[config.mk]
export PLATFORM = sky130hd
export DESIGN_NAME = req_encoder_32to5_flat
export DESIGN_NICKNAME = d
export VERILOG_FILES = /design/src/rtl/req_encoder_32to5_pkg.sv /design/src/rtl/req_encoder_32to5_if.sv /design/src/rtl/req_encoder_32to5_pick.sv /design/src/rtl/req_encoder_32to5.sv /design/src/flat_wrapper.sv
export SDC_FILE = /design/constraint.sdc
export NUM_CORES = 1
export LEC_CHECK = 0
export ABC_CLOCK_PERIOD_IN_PS = 13600
export BUFFER_PORTS_ARGS = -buffer_cell sky130_fd_sc_hd__buf_2
export CORE_ASPECT_RATIO = 1.2
export CORE_MARGIN = 2
export CORE_UTILIZATION = 45
export CTS_CLUSTER_SIZE = 25
export DETAILED_ROUTE_END_ITERATION = 16
export PLACE_DENSITY = 0.62
export SYNTH_ARGS = -nofsm -noshare
export SYNTH_HDL_FRONTEND = slang
export SYNTH_HIERARCHICAL = 1
export SYNTH_SLANG_ARGS = --single-unit
export TNS_END_PERCENT = 100
[constraint.sdc]
create_clock -name clk -period 13.6 [get_ports clk]
set_input_delay 0.68 -clock clk [delete_from_list [all_inputs] [get_ports clk]]
set_output_delay 0.68 -clock clk [all_outputs]
set_load 0.05 [all_outputs]
[src/rtl/req_encoder_32to5_pkg.sv]
// Shared types and constants for the 32-to-5 request encoder.
package enc_pkg;

    localparam int N_REQ = 32;
    localparam int IDX_W = 5;

    typedef logic [IDX_W-1:0] idx_t;
    typedef logic [N_REQ-1:0] reqvec_t;

    function automatic reqvec_t onehot(idx_t i);
        reqvec_t v;
        v    = '0;
        v[i] = 1'b1;
        return v;
    endfunction

endpackage

[src/rtl/req_encoder_32to5_if.sv]
// Request/handshake bundle between event sources, the encoder and its consumer.
interface req_encoder_32to5_if;
    import enc_pkg::*;

    reqvec_t req;
    logic    clr;
    idx_t    code;
    logic    valid;
    logic    ready;
    reqvec_t pending;
    logic    overflow;

    modport slave (
        input  req, clr, ready,
        output code, valid, pending, overflow
    );

    modport master (
        output req, clr, ready,
        input  code, valid, pending, overflow
    );

endinterface

[src/rtl/req_encoder_32to5_pick.sv]
// Combinational find-first-set starting at i_start and wrapping 31 -> 0.
module pick_first32
    import enc_pkg::*;
(
    input  reqvec_t i_vec,
    input  idx_t    i_start,
    output idx_t    o_idx,
    output logic    o_found
);

    logic [2*N_REQ-1:0] w_dbl;
    reqvec_t            w_rot;
    idx_t               w_off;

    // Rotate so that bit i_start lands at position 0, then search upward.
    assign w_dbl = {i_vec, i_vec} >> i_start;
    assign w_rot = w_dbl[N_REQ-1:0];

    always_comb begin
        w_off = '0;
        for (int i = N_REQ - 1; i >= 0; i--) begin
            if (w_rot[i]) begin
                w_off = idx_t'(i);
            end
        end
    end

    assign o_found = |i_vec;
    assign o_idx   = w_off + i_start;

endmodule

[src/rtl/req_encoder_32to5.sv]
// Captures request pulses into a pending vector and presents one index at a time
// under valid/ready, using fixed-priority (RR=0) or round-robin (RR=1) selection.
module req_encoder_32to5
    import enc_pkg::*;
#(
    parameter bit RR = 1'b1
)
(
    input  logic                 clk,
    input  logic                 rst_n,
    req_encoder_32to5_if.slave   bus
);

    reqvec_t r_pending;
    logic    r_valid;
    idx_t    r_code;
    idx_t    r_ptr;
    logic    r_overflow;

    logic    w_acc;
    logic    w_load;
    reqvec_t w_acc_mask;
    reqvec_t w_sel_src;
    reqvec_t w_pending_next;
    logic    w_ovf_hit;
    idx_t    w_start;
    idx_t    w_pick;
    logic    w_found;

    assign w_acc          = r_valid & bus.ready;
    assign w_acc_mask     = w_acc ? onehot(r_code) : '0;
    assign w_sel_src      = r_pending & ~w_acc_mask;
    assign w_pending_next = w_sel_src | bus.req;
    // A request landing on the index being accepted re-arms it, so it is not an overflow.
    assign w_ovf_hit      = |(bus.req & w_sel_src);
    assign w_load         = ~r_valid | w_acc;
    assign w_start        = RR ? r_ptr : '0;

    pick_first32 u_pick (
        .i_vec   (w_sel_src),
        .i_start (w_start),
        .o_idx   (w_pick),
        .o_found (w_found)
    );

    always_ff @(posedge clk or negedge rst_n) begin
        if (!rst_n) begin
            r_pending  <= '0;
            r_valid    <= 1'b0;
            r_code     <= '0;
            r_ptr      <= '0;
            r_overflow <= 1'b0;
        end else if (bus.clr) begin
            r_pending  <= '0;
            r_valid    <= 1'b0;
            r_code     <= '0;
            r_ptr      <= '0;
            r_overflow <= 1'b0;
        end else begin
            r_pending  <= w_pending_next;
            r_overflow <= r_overflow | w_ovf_hit;
            // A stalled code is never replaced, even by a higher-priority arrival.
            if (w_load) begin
                r_valid <= w_found;
                if (w_found) begin
                    r_code <= w_pick;
                end
            end
            if (RR && w_acc) begin
                r_ptr <= r_code + 5'd1;
            end
        end
    end

    assign bus.code     = r_code;
    assign bus.valid    = r_valid;
    assign bus.pending  = r_pending;
    assign bus.overflow = r_overflow;

endmodule

[src/flat_wrapper.sv]
// flat-port wrapper written by rule: the top's interface ports become plain ports
module req_encoder_32to5_flat import enc_pkg::*;
#(
    parameter bit RR = 1'b1
)
  (clk, rst_n, bus_req, bus_clr, bus_ready, bus_code, bus_valid, bus_pending, bus_overflow);
  req_encoder_32to5_if bus_i ();
  input  logic clk;
  input  logic rst_n;
  input wire logic [$bits(bus_i.req)-1:0] bus_req;
  input wire logic [$bits(bus_i.clr)-1:0] bus_clr;
  input wire logic [$bits(bus_i.ready)-1:0] bus_ready;
  output wire logic [$bits(bus_i.code)-1:0] bus_code;
  output wire logic [$bits(bus_i.valid)-1:0] bus_valid;
  output wire logic [$bits(bus_i.pending)-1:0] bus_pending;
  output wire logic [$bits(bus_i.overflow)-1:0] bus_overflow;
  assign bus_i.req = bus_req;
  assign bus_i.clr = bus_clr;
  assign bus_i.ready = bus_ready;
  assign bus_code = bus_i.code;
  assign bus_valid = bus_i.valid;
  assign bus_pending = bus_i.pending;
  assign bus_overflow = bus_i.overflow;
  req_encoder_32to5 #(.RR(RR)) u_core (.clk(clk), .rst_n(rst_n), .bus(bus_i));
endmodule
==> results of run 1 <==
[through the flow]
step           power, µW  hold WS (ps)  setup WS [ps]  std cells
2_1_floorplan      533.1         384.4           8588        602
3_3_place_gp       639.0         577.9           8009        809
3_5_place_dp       644.5         580.5           7913        809
5_1_grt            836.0         621.4           7575        817
6_report           797.9         563.0           7848        817
4_1_cts            790.8         589.7           8082        817
[flip-flops by register name (all words and copies together), names as in the netlist]
signal               count
u_core/bus.overflow      1
u_core/r_ptr             5
u_core/bus.valid         1
u_core/bus.code          5
u_core/bus.pending      32
[cell usage in the layout, fill, tap and decap left out, types with 16 or more instances in the layout]
cell	Yosys	layout
buf_2	14	74
inv_1	18	18
mux2_2	32	32
o21a_1	19	19
nor2_1	86	86
mux4_2	78	78
a21oi_1	16	16
dfrtp_1	44	41
nand2_1	26	26
mux2i_1	46	46
[worst max-delay path, stage by stage, from the launching register on]
cell,delay [ps]
dfrtp_1,460
inv_1,100
ha_1,240
and4b_1,320
a21boi_1,1030
mux2i_1,240
o22ai_1,420
o22ai_1,160
o21ai_0,530
o31ai_1,190
a21oi_1,200
nor2_1,90
o41ai_2,240
ha_1,230
inv_1,60
fa_1,400
inv_1,70
a21o_1,110
a21oi_1,70
xnor2_1,130
xnor2_1,150
mux2i_1,130
nor2_1,60
[worst max path at each step]
stage	start	end	slack, ps	cells after the start
6_report	u_core/bus.code[1]	u_core/bus.code[4]	7850	22
5_1_grt	u_core/bus.code[1]	u_core/bus.code[4]	7570	22
3_3_place_gp	bus_ready	u_core/bus.code[4]	8010	21
4_1_cts	u_core/bus.code[1]	u_core/bus.code[4]	8080	22
3_5_place_dp	bus_ready	u_core/bus.code[4]	7910	21
2_1_floorplan	u_core/bus.code[3]	u_core/bus.code[4]	8590	23
[logic make-up after synthesis]
logic type | synth area share [%]
mux | 44.33
compound gates | 15.55
xor+xnor | 0.9619
flops | 17.28
simple gates | 14.00
fa+ha+maj | 1.885
buf+inv | 6.007
[layout make-up]
class | instances | area, µm²
Tap cell | 171 | 214.0
Inverter | 21 | 78.83
Sequential cell | 44 | 1105
Clock buffer | 5 | 125.1
Multi-Input combinational cell | 491 | 4890
Timing Repair Buffer | 82 | 430.4
Fill cell | 1224 | 6930
Clock inverter | 3 | 46.29
[power by group]
group / leakage, µW / switching (µW) / internal [µW] / total (µW)
logic: 0.00212 / 290 / 199 / 490
clock network: 0.0000804 / 57.5 / 87.5 / 145
registers: 0.000553 / 20.2 / 143 / 163
total: 0.00275 / 368 / 430 / 798
[layer usage]
layer | vias up | global-route usage, %
met5 | - | 0
met1 | 2884 | 35.33
met3 | 96 | 4.248
met4 | 0 | 16.46
li1 | 2506 | -
met2 | 413 | 48.57
==> summary.txt, run 1 <==
Status
  • Outcome: completed

STA
  • Tmin final: 5752 ps
  • Fin. Hold Viols: 0
  • Period utilization: 42.29%
  • Max Slew Vio Count: 0
  • RSZ-0062 raised after global routing: false
  • Max Fclk: 173.9 MHz
  • Setup TNS: 0 ps
  • Clock Skew: 8.287 ps
  • Worst Tran Pin Value: 1346 ps
  • Final setup fails: 0
  • Max_slew headroom: 10.07%

Yosys
  • Post-synth top flop: dfrtp_1
  • Sequential area share after synthesis: 17.28%
  • FF+latch count, synth: 44
  • Async set-reset flop share out of synthesis: 100.0%
  • Most numerous cell in the Yosys netlist: nor2_1
  • Synthesized area: 0.006374 mm²
  • Yosys warning total: 6
  • Synth cell count leaders: 86 x nor2_1, 78 x mux4_2, 46 x mux2i_1, 44 x dfrtp_1, 32 x mux2_2
  • Syn avg cell area: 10.59 µm²
  • Number of synthesized flops with an enable pin: 0
  • Area leader, netlist: mux4_2
  • Yosys cell types: 73
  • Top cells by area, synth: mux4_2 28%, dfrtp_1 17%, mux2i_1 7.2%
  • Yosys top cell area share: 27.56%
  • Post-Synthesis Cells: 602
  • Mapped Nets: 647

Worst setup path
  • RR Startpoint: u_core/bus.code[1]
  • CP required: 13750 ps
  • Max FO, Critical Path: 12
  • Worst R2R End: u_core/bus.code[4]
  • CP arrival: 5900 ps
  • Kind of critical path: flop to flop
  • Cell count of the worst reg-to-reg path: 22
  • Flop-to-flop setup slack: 7850 ps
  • Critical Path Start Type: flop
  • Worst Setup End Kind: flop

Cells and area
  • Layout cell share with drive strength beyond 1: 34.67%
  • # diodes: 0
  • Post-layout util: 49.85%
  • Final layout net count: 690
  • Syn-to-layout area delta: 8.088%
  • Post-Layout Inst Area: 0.006889 mm²

Clocking
  • Clock slew at reported path FFs: 70 ps
  • Hold_buf cts: 0
  • Resize count post-CTS: 0
  • Clk root buf: clkbuf_16
  • CTS max path bufs: 2
  • Post-CTS Setup Bufs: 0
  • Max H-tree Level: 2
  • Clk Latency, worst-skew pair: 300 ps
  • CTS sink cnt: 44
  • TritonCTS Buffers: 5
  • CTS tree: yes

Drt
  • Met2 wire length: 10620 µm
  • Met3 WL post-DR: 1940 µm
  • Drt total wl: 21780 µm
  • # DRC: 0
  • Routed Antenna Nets: 0
  • Wire per inst: 26.65 µm
  • DR vias: 5899
  • Drt initial violations: 544
  • Via density: 7.220
  • Top routing layer used: met4
  • Drt first pass iters: 5
  • WL met1: 7775 µm

Global route
  • Initial antenna violation count: 0
  • GRT Total Usage: 28.85%
  • Largest net degree at the start of global routing: 66
  • Vias in the first global route: 5998
  • Gr ovfl total: 0
  • First-pass GRT wire length: 34080 µm

Die
  • Chip height: 134.4 µm
  • Core box area: 0.01382 mm²
  • IO Count: 75
  • Area of the die: 0.01514 mm²
  • Row cnt: 47
  • Initial Util: 46.12%
  • Die X: 112.6 µm

Placed design
  • I/O Buffers: 74
  • DP HPWL: 15930 µm
  • Placed Area: 0.006718 mm²
  • GP Congestion: 0.9485

Hold path
  • Min-delay worst type: primary input to async pin

Power
  • Worst vdd ir: 0.09866 mV
  • PwrDens: 115.8 mW/mm²
  • Leakage power: 0.002752 µW

Flow run
  • Max-cap viol count: 0
Power figures use the tool's default switching activity.
==> inputs of run 2 (changes only) <==
ABC_CLOCK_PERIOD_IN_PS = 5500   (was 13600)
clock period = 5.5 ns   (was 13.6 ns; I/O delays follow)
==> run 2 against run 1 <==
  * Combinational power rose to 2.6 times the previous value
  * Final cell count rose by 4.0%
  * Largest cell class unchanged
  * Critical path type unchanged
  * Utilization rose by 2.6 points
  * Critical endpoint unchanged
  * Sequential power rose to 2.6 times the previous value
  * Maximum frequency rose by 7.8%
  * Total power rose to 2.5 times the previous value
  * Non-clock buffer count rose by 33
==> summary.txt, run 2 (synthesized netlist as in run 1, its figures left out) <==
Status
  • Outcome: completed

Global route
  • GRT Total Usage: 29.72% (+0.87 points)
  • Met1 GRT Util: 37.42% (+2.1 points)
  • Met2 Usage GRT: 48.60% (about the same)
  • Gr ovfl total: 0 (unchanged)
  • First-pass GRT wire length: 34630 µm (+1.6%)
  • Grt peak-use layer: met2
  • Grt met3 use: 3.796% (-0.45 points)
  • Vias in the first global route: 5892 (-1.8%)
  • Initial antenna violation count: 0 (unchanged)
  • Largest net degree at the start of global routing: 45 (-32%)

Cells and area
  • Layout cell share with drive strength beyond 1: 43.15% (+8.5 points)
  • Commonest non-fill, non-tap cell in the layout: nor2_1
  • Syn-to-layout area delta: 13.80%
  • Post-layout util: 52.49% (+2.6 points)
  • Fill count: 1252 (+2.3%)
  • Max FFs per register: 32 (unchanged)
  • # diodes: 0 (unchanged)
  • Final layout net count: 723 (+4.8%)
  • Most frequent cells in the layout: 86 x nor2_1, 79 x mux4_2, 74 x buf_2, 46 x mux2i_1, 39 x buf_4

Power
  • Worst vdd ir: 0.2256 mV (+130%)
  • PwrDens: 276.8 mW/mm² (+140%)
  • Switching share of power: 46.48% (+0.38 points)
  • Sequential power share: 20.9% (+0.4 points)
  • Net Switching: 933.3 µW (+150%)
  • Internal Power: 1075 µW (+150%)
  • Leakage power: 0.002932 µW (+6.6%)
  • Clock network fraction of total power: 15.4% (-2.8 points)
  • Logic gate share of total power: 63.7% (+2.3 points)

Clocking
  • Post-CTS Setup Bufs: 0 (unchanged)
  • Clk Latency, worst-skew pair: 290 ps (about the same)
  • Clock slew at reported path FFs: 60 ps (about the same)
  • Clk root buf: clkbuf_16
  • TritonCTS Buffers: 5 (unchanged)
  • CTS tree: yes
  • CTS sink cnt: 44 (unchanged)
  • CTS max path bufs: 2 (unchanged)
  • Hold_buf cts: 0 (unchanged)
  • Resize count post-CTS: 0 (unchanged)
  • Max H-tree Level: 2 (unchanged)

Worst setup path
  • CP arrival: 5480 ps (-420 ps)
  • CP required: 5640 ps (-8110 ps)
  • Max FO, Critical Path: 11 (-1)
  • Worst Setup End Kind: flop
  • Critical Path Start Type: flop
  • Kind of critical path: flop to flop

Flow run
  • Max-cap viol count: 0 (unchanged)

STA
  • Max Slew Vio Count: 0 (unchanged)
  • RSZ-0062 raised after global routing: false
  • Fin. Hold Viols: 0 (unchanged)
  • Final setup fails: 0 (unchanged)
  • Clock Skew: 3.499 ps (-4.789 ps)
  • Tmin final: 5335 ps (-416.9 ps)
  • Setup TNS: 0 ps (unchanged)
  • Max Fclk: 187.4 MHz (+7.8%)
  • Period utilization: 97.00% (+55 points)
  • Max_slew headroom: 32.64% (+23 points)
  • Worst Tran Pin Value: 1010 ps (-335.7 ps)
  • Final Hold Slack: 153.5 ps (-409.5 ps)

Hold path
  • Min-delay worst type: primary input to async pin

Drt
  • Wire per inst: 26.82 µm (+0.62%)
  • Drt initial violations: 771 (+42%)
  • Drt first pass iters: 5 (unchanged)
  • Routed Antenna Nets: 0 (unchanged)
  • Drt total wl: 22800 µm (+4.7%)
  • DR vias: 5998 (+1.7%)
  • Via density: 7.056 (-2.3%)
  • # DRC: 0 (unchanged)

Die
  • IO Count: 75 (unchanged)
  • Initial Util: 46.12% (unchanged)
  • Core box area: 0.01382 mm² (unchanged)
  • Chip height: 134.4 µm (unchanged)
  • Area of the die: 0.01514 mm² (unchanged)
  • Die X: 112.6 µm (unchanged)
  • Row cnt: 47 (unchanged)

Placed design
  • GP Congestion: 0.9826 (+3.6%)
  • I/O Buffers: 74 (unchanged)
  • DP HPWL: 17430 µm (+9.4%)
-- run 2: cell type report --
type	instances	area [µm²]	area share, %
multi-input combinational	491	4995	68.86
inverter	21	78.83	1.087
clock buffer	7	142.6	1.967
clock inverter	1	7.507	0.1035
sequential	44	1112	15.34
tap	171	214.0	2.950
timing repair buffer	115	703.2	9.695
-- run 2: metrics by stage --
| step | setup slack (ps) | cell area, µm² | std cells | power (µW) |
|---|---|---|---|---|
| 2_1_floorplan | 488.3 | 6374 | 602 | 1318 |
| 3_3_place_gp | 281.1 | 6990 | 842 | 1636 |
| 3_5_place_dp | 115.8 | 6990 | 842 | 1649 |
| 4_1_cts | 85.16 | 7141 | 850 | 1964 |
| 5_1_grt | 2.793 | 7253 | 850 | 2102 |
| 6_report | 165.1 | 7253 | 850 | 2008 |
-- run 2: worst max-delay path: stages, from the launching register on --
cell and delay (ps):
dfrtp_2 500, nand4b_1 380, o21a_2 390, buf_4 180, mux4_2 480, mux2_2 320, mux4_2 510, nor3_1 240
o31ai_1 90, a21oi_1 170, nor2_1 80, o41ai_2 430, ha_2 250, inv_1 50, fa_1 390, inv_1 70
a21o_1 110, a21oi_1 70, xnor2_1 140, xnor2_1 150, mux2i_1 140, nor2_1 60
-- run 2: path summary, 6_finish.rpt --
| path | start | endpoint | slack [ps] | cells past startpoint |
|---|---|---|---|---|
| max in group asynchronous | rst_n | u_core/r_ptr[0] | 4660 | 1 |
| worst min register to register | u_core/bus.code[1] | u_core/bus.code[1] | 640 | 2 |
| worst max register to register | u_core/bus.code[3] | u_core/bus.code[4] | 170 | 21 |
| worst max-delay path | u_core/bus.code[3] | u_core/bus.code[4] | 170 | 21 |
| min in group clk | bus_req[31] | u_core/bus.pending[31] | 210 | 3 |
| worst min-delay path | rst_n | u_core/bus.pending[28] | 150 | 1 |
-- run 2: power groups by stage --
| stage | logic, µW | clock network [µW] | registers [µW] |
|---|---|---|---|
| floorplan | 837 | 0 | 482 |
| global placement | 1220 | 0 | 419 |
| detailed placement | 1230 | 0 | 420 |
| CTS | 1240 | 315 | 414 |
| global route | 1350 | 327 | 427 |
| finish | 1280 | 310 | 419 |
-- run 2: metal layers --
| metal | vias up | wire (µm) |
|---|---|---|
| li1 | 2578 | - |
| met1 | 2921 | 8335 |
| met2 | 403 | 10990 |
| met3 | 96 | 1886 |
| met4 | 0 | 1586 |
| met5 | - | 0 |
==> inputs of run 3 (changes only) <==
CORE_ASPECT_RATIO = 1.25   (was 1.2)
PLACE_DENSITY = not set   (was 0.62)
==> run 3 against run 2 <==
  * Via count up 1.9%
  * Highest routed layer unchanged
  * Maximum frequency increased by 1.2%
  * Hold slack better by 6.4 ps
  * Utilization grew 0.88 points
  * Clock power shrank 5%
  * Clock-buffer cell count shrank 2
==> summary.txt, run 3 (synthesized netlist as in run 1, its figures left out) <==
Drt
  • Routed Antenna Nets: 0 (unchanged)
  • Via density: 7.113 (+0.80%)
  • Wire per inst: 27.74 µm (+3.4%)
  • DR vias: 6110 (+1.9%)
  • Drt total wl: 23830 µm (+4.5%)
  • Drt initial violations: 745 (-3.4%)
  • # DRC: 0 (unchanged)
  • Drt first pass iters: 7 (+2)

STA
  • Worst Tran Pin Value: 1032 ps (+21.28 ps)
  • Max_slew headroom: 29.44% (-3.2 points)
  • Final Hold Slack: 160.0 ps (+6.444 ps)
  • Final setup fails: 0 (unchanged)
  • Tmin final: 5274 ps (-60.98 ps)
  • Clock Skew: 4.101 ps (+0.6022 ps)
  • Fin. Hold Viols: 0 (unchanged)
  • Final worst setup slack: 226.1 ps (+60.98 ps)
  • Max Fclk: 189.6 MHz (+1.2%)
  • Max Slew Vio Count: 0 (unchanged)
  • Period utilization: 95.89% (-1.1 points)

Cells and area
  • Post-route insts no fill: 859 (+1.1%)
  • Max FFs per register: 32 (unchanged)
  • Commonest non-fill, non-tap cell in the layout: nor2_1
  • Layout cell share with drive strength beyond 1: 44.74% (+1.6 points)
  • Multi-input logic area: 0.005091 mm² (+1.9%)
  • Final layout net count: 729 (+0.83%)
  • Post-layout util: 53.37% (+0.88 points)
  • Most frequent cells in the layout: 86 x nor2_1, 80 x mux4_2, 74 x buf_2, 46 x mux2i_1, 45 x buf_4
  • Syn-to-layout area delta: 15.67%
  • # diodes: 0 (unchanged)
  • Fill count: 1283 (+2.5%)
  • Storage cell area: 0.001106 mm² (-0.56%)

Die
  • IO Count: 75 (unchanged)
  • Chip height: 137.1 µm (+2.0%)
  • Initial Util: 46.14% (about the same)
  • Core box area: 0.01381 mm² (about the same)
  • Row cnt: 48 (+2.1%)
  • Area of the die: 0.01514 mm² (about the same)
  • Die X: 110.4 µm (-1.9%)

Clocking
  • Clk Latency, worst-skew pair: 290 ps (about the same)
  • TritonCTS Buffers: 5 (unchanged)
  • Clock slew at reported path FFs: 60 ps (about the same)
  • CTS sink cnt: 44 (unchanged)
  • CTS max path bufs: 2 (unchanged)
  • Clk root buf: clkbuf_16
  • CTS tree: yes
  • Max H-tree Level: 2 (unchanged)
  • Hold_buf cts: 0 (unchanged)

Flow run
  • Max-cap viol count: 0 (unchanged)

Global route
  • Initial antenna violation count: 0 (unchanged)
  • Vias in the first global route: 6070 (+3.0%)
  • GRT Total Usage: 31.32% (+1.6 points)
  • Largest net degree at the start of global routing: 45 (unchanged)
  • Gr ovfl total: 0 (unchanged)
  • First-pass GRT wire length: 36110 µm (+4.3%)

Placed design
  • I/O Buffers: 74 (unchanged)
  • DP HPWL: 17990 µm (+3.2%)
  • Post-place setup slack: -14.06 ps (-129.8 ps)
  • GP Congestion: 1.068 (+8.7%)
  • Placed Instances: 843 (+0.12%)

Worst setup path
  • Max FO, Critical Path: 12 (+1)
  • Kind of critical path: flop to flop
  • CP arrival: 5410 ps (-70 ps)
  • Critical Path Start Type: flop
  • CP required: 5640 ps (about the same)
  • Worst Setup End Kind: flop

Power
  • PwrDens: 275.8 mW/mm² (-0.36%)
  • Worst vdd ir: 0.2937 mV (+30%)
  • Power Total: 2034 µW (+1.3%)
  • Leakage power: 0.002973 µW (+1.4%)

Status
  • Outcome: completed

Hold path
  • Min-delay worst type: primary input to async pin
[run 3: cell types whose count changed in the layout (fill, tap and decap cells not counted), moves of 4 or more]
cell,before,now
buf_4,39,45
o21a_4,0,4
dfrtp_1,35,40
o21a_1,11,5
dfrtp_2,9,4
[run 3: per-layer routing]
| layer | track usage [%] | vias up | routed length (µm) |
|---|---|---|---|
| met5 | 0 | - | 0 |
| met4 | 21.04 | 0 | 1872 |
| met3 | 5.226 | 111 | 1921 |
| met2 | 53.65 | 415 | 11580 |
| met1 | 36.38 | 3006 | 8458 |
| li1 | - | 2578 | - |
[run 3: per-stage QoR]
step	area (µm²)	setup TNS [ps]
2_1_floorplan	6374	0
3_3_place_gp	6960	0
3_5_place_dp	6960	-14.06
4_1_cts	7106	0
5_1_grt	7372	-56.00
6_report	7372	0
[run 3: path summary, 6_finish.rpt]
| check | startpoint | to | slack, ps | depth (start not counted) |
|---|---|---|---|---|
| max | u_core/bus.code[0] | u_core/bus.code[4] | 230 | 22 |
| min | rst_n | u_core/bus.pending[14] | 160 | 1 |
| max reg2reg | u_core/bus.code[0] | u_core/bus.code[4] | 230 | 22 |
| min reg2reg | u_core/bus.pending[11] | u_core/bus.pending[11] | 610 | 2 |
| max in group asynchronous | rst_n | u_core/r_ptr[2] | 4650 | 1 |
| min in group clk | bus_req[4] | u_core/bus.pending[4] | 220 | 3 |
[run 3: layout make-up]
class	count	share of cell area (%)
sequential	44	15.00
inverter	21	1.069
clock buffer	5	1.697
multi-input combinational	491	69.06
clock inverter	2	0.1697
timing repair buffer	121	10.03
tap	175	2.970
[run 3: what timing repair did]
item | 4_1_cts | 5_1_grt
setup buffers | 1 | 8
pin swaps | 1 | 5
endpoints found under the hold margin | 0 | 0
cloned | 0 | 0
gates resized for setup | 0 | 64
endpoints found under the setup margin | 1 | 2
[run 3: worst max-delay path, cell delays in order, from the launching register on]
cell	delay (ps)
dfrtp_2	450
inv_1	140
ha_1	250
nand2b_2	160
o21a_4	320
mux4_2	590
mux2_2	340
mux4_2	500
nor3_1	220
o31ai_1	90
a21oi_1	170
nor2_1	70
o41ai_2	400
ha_2	240
inv_1	50
fa_1	400
inv_1	70
a21o_1	100
a21oi_1	70
xnor2_1	140
xnor2_1	160
mux2i_1	140
nor2_1	50
[run 3: power breakdown]
part	switching, µW	internal, µW	total, µW
clock network	128	165	293
logic	768	556	1320
registers	60.2	355	415
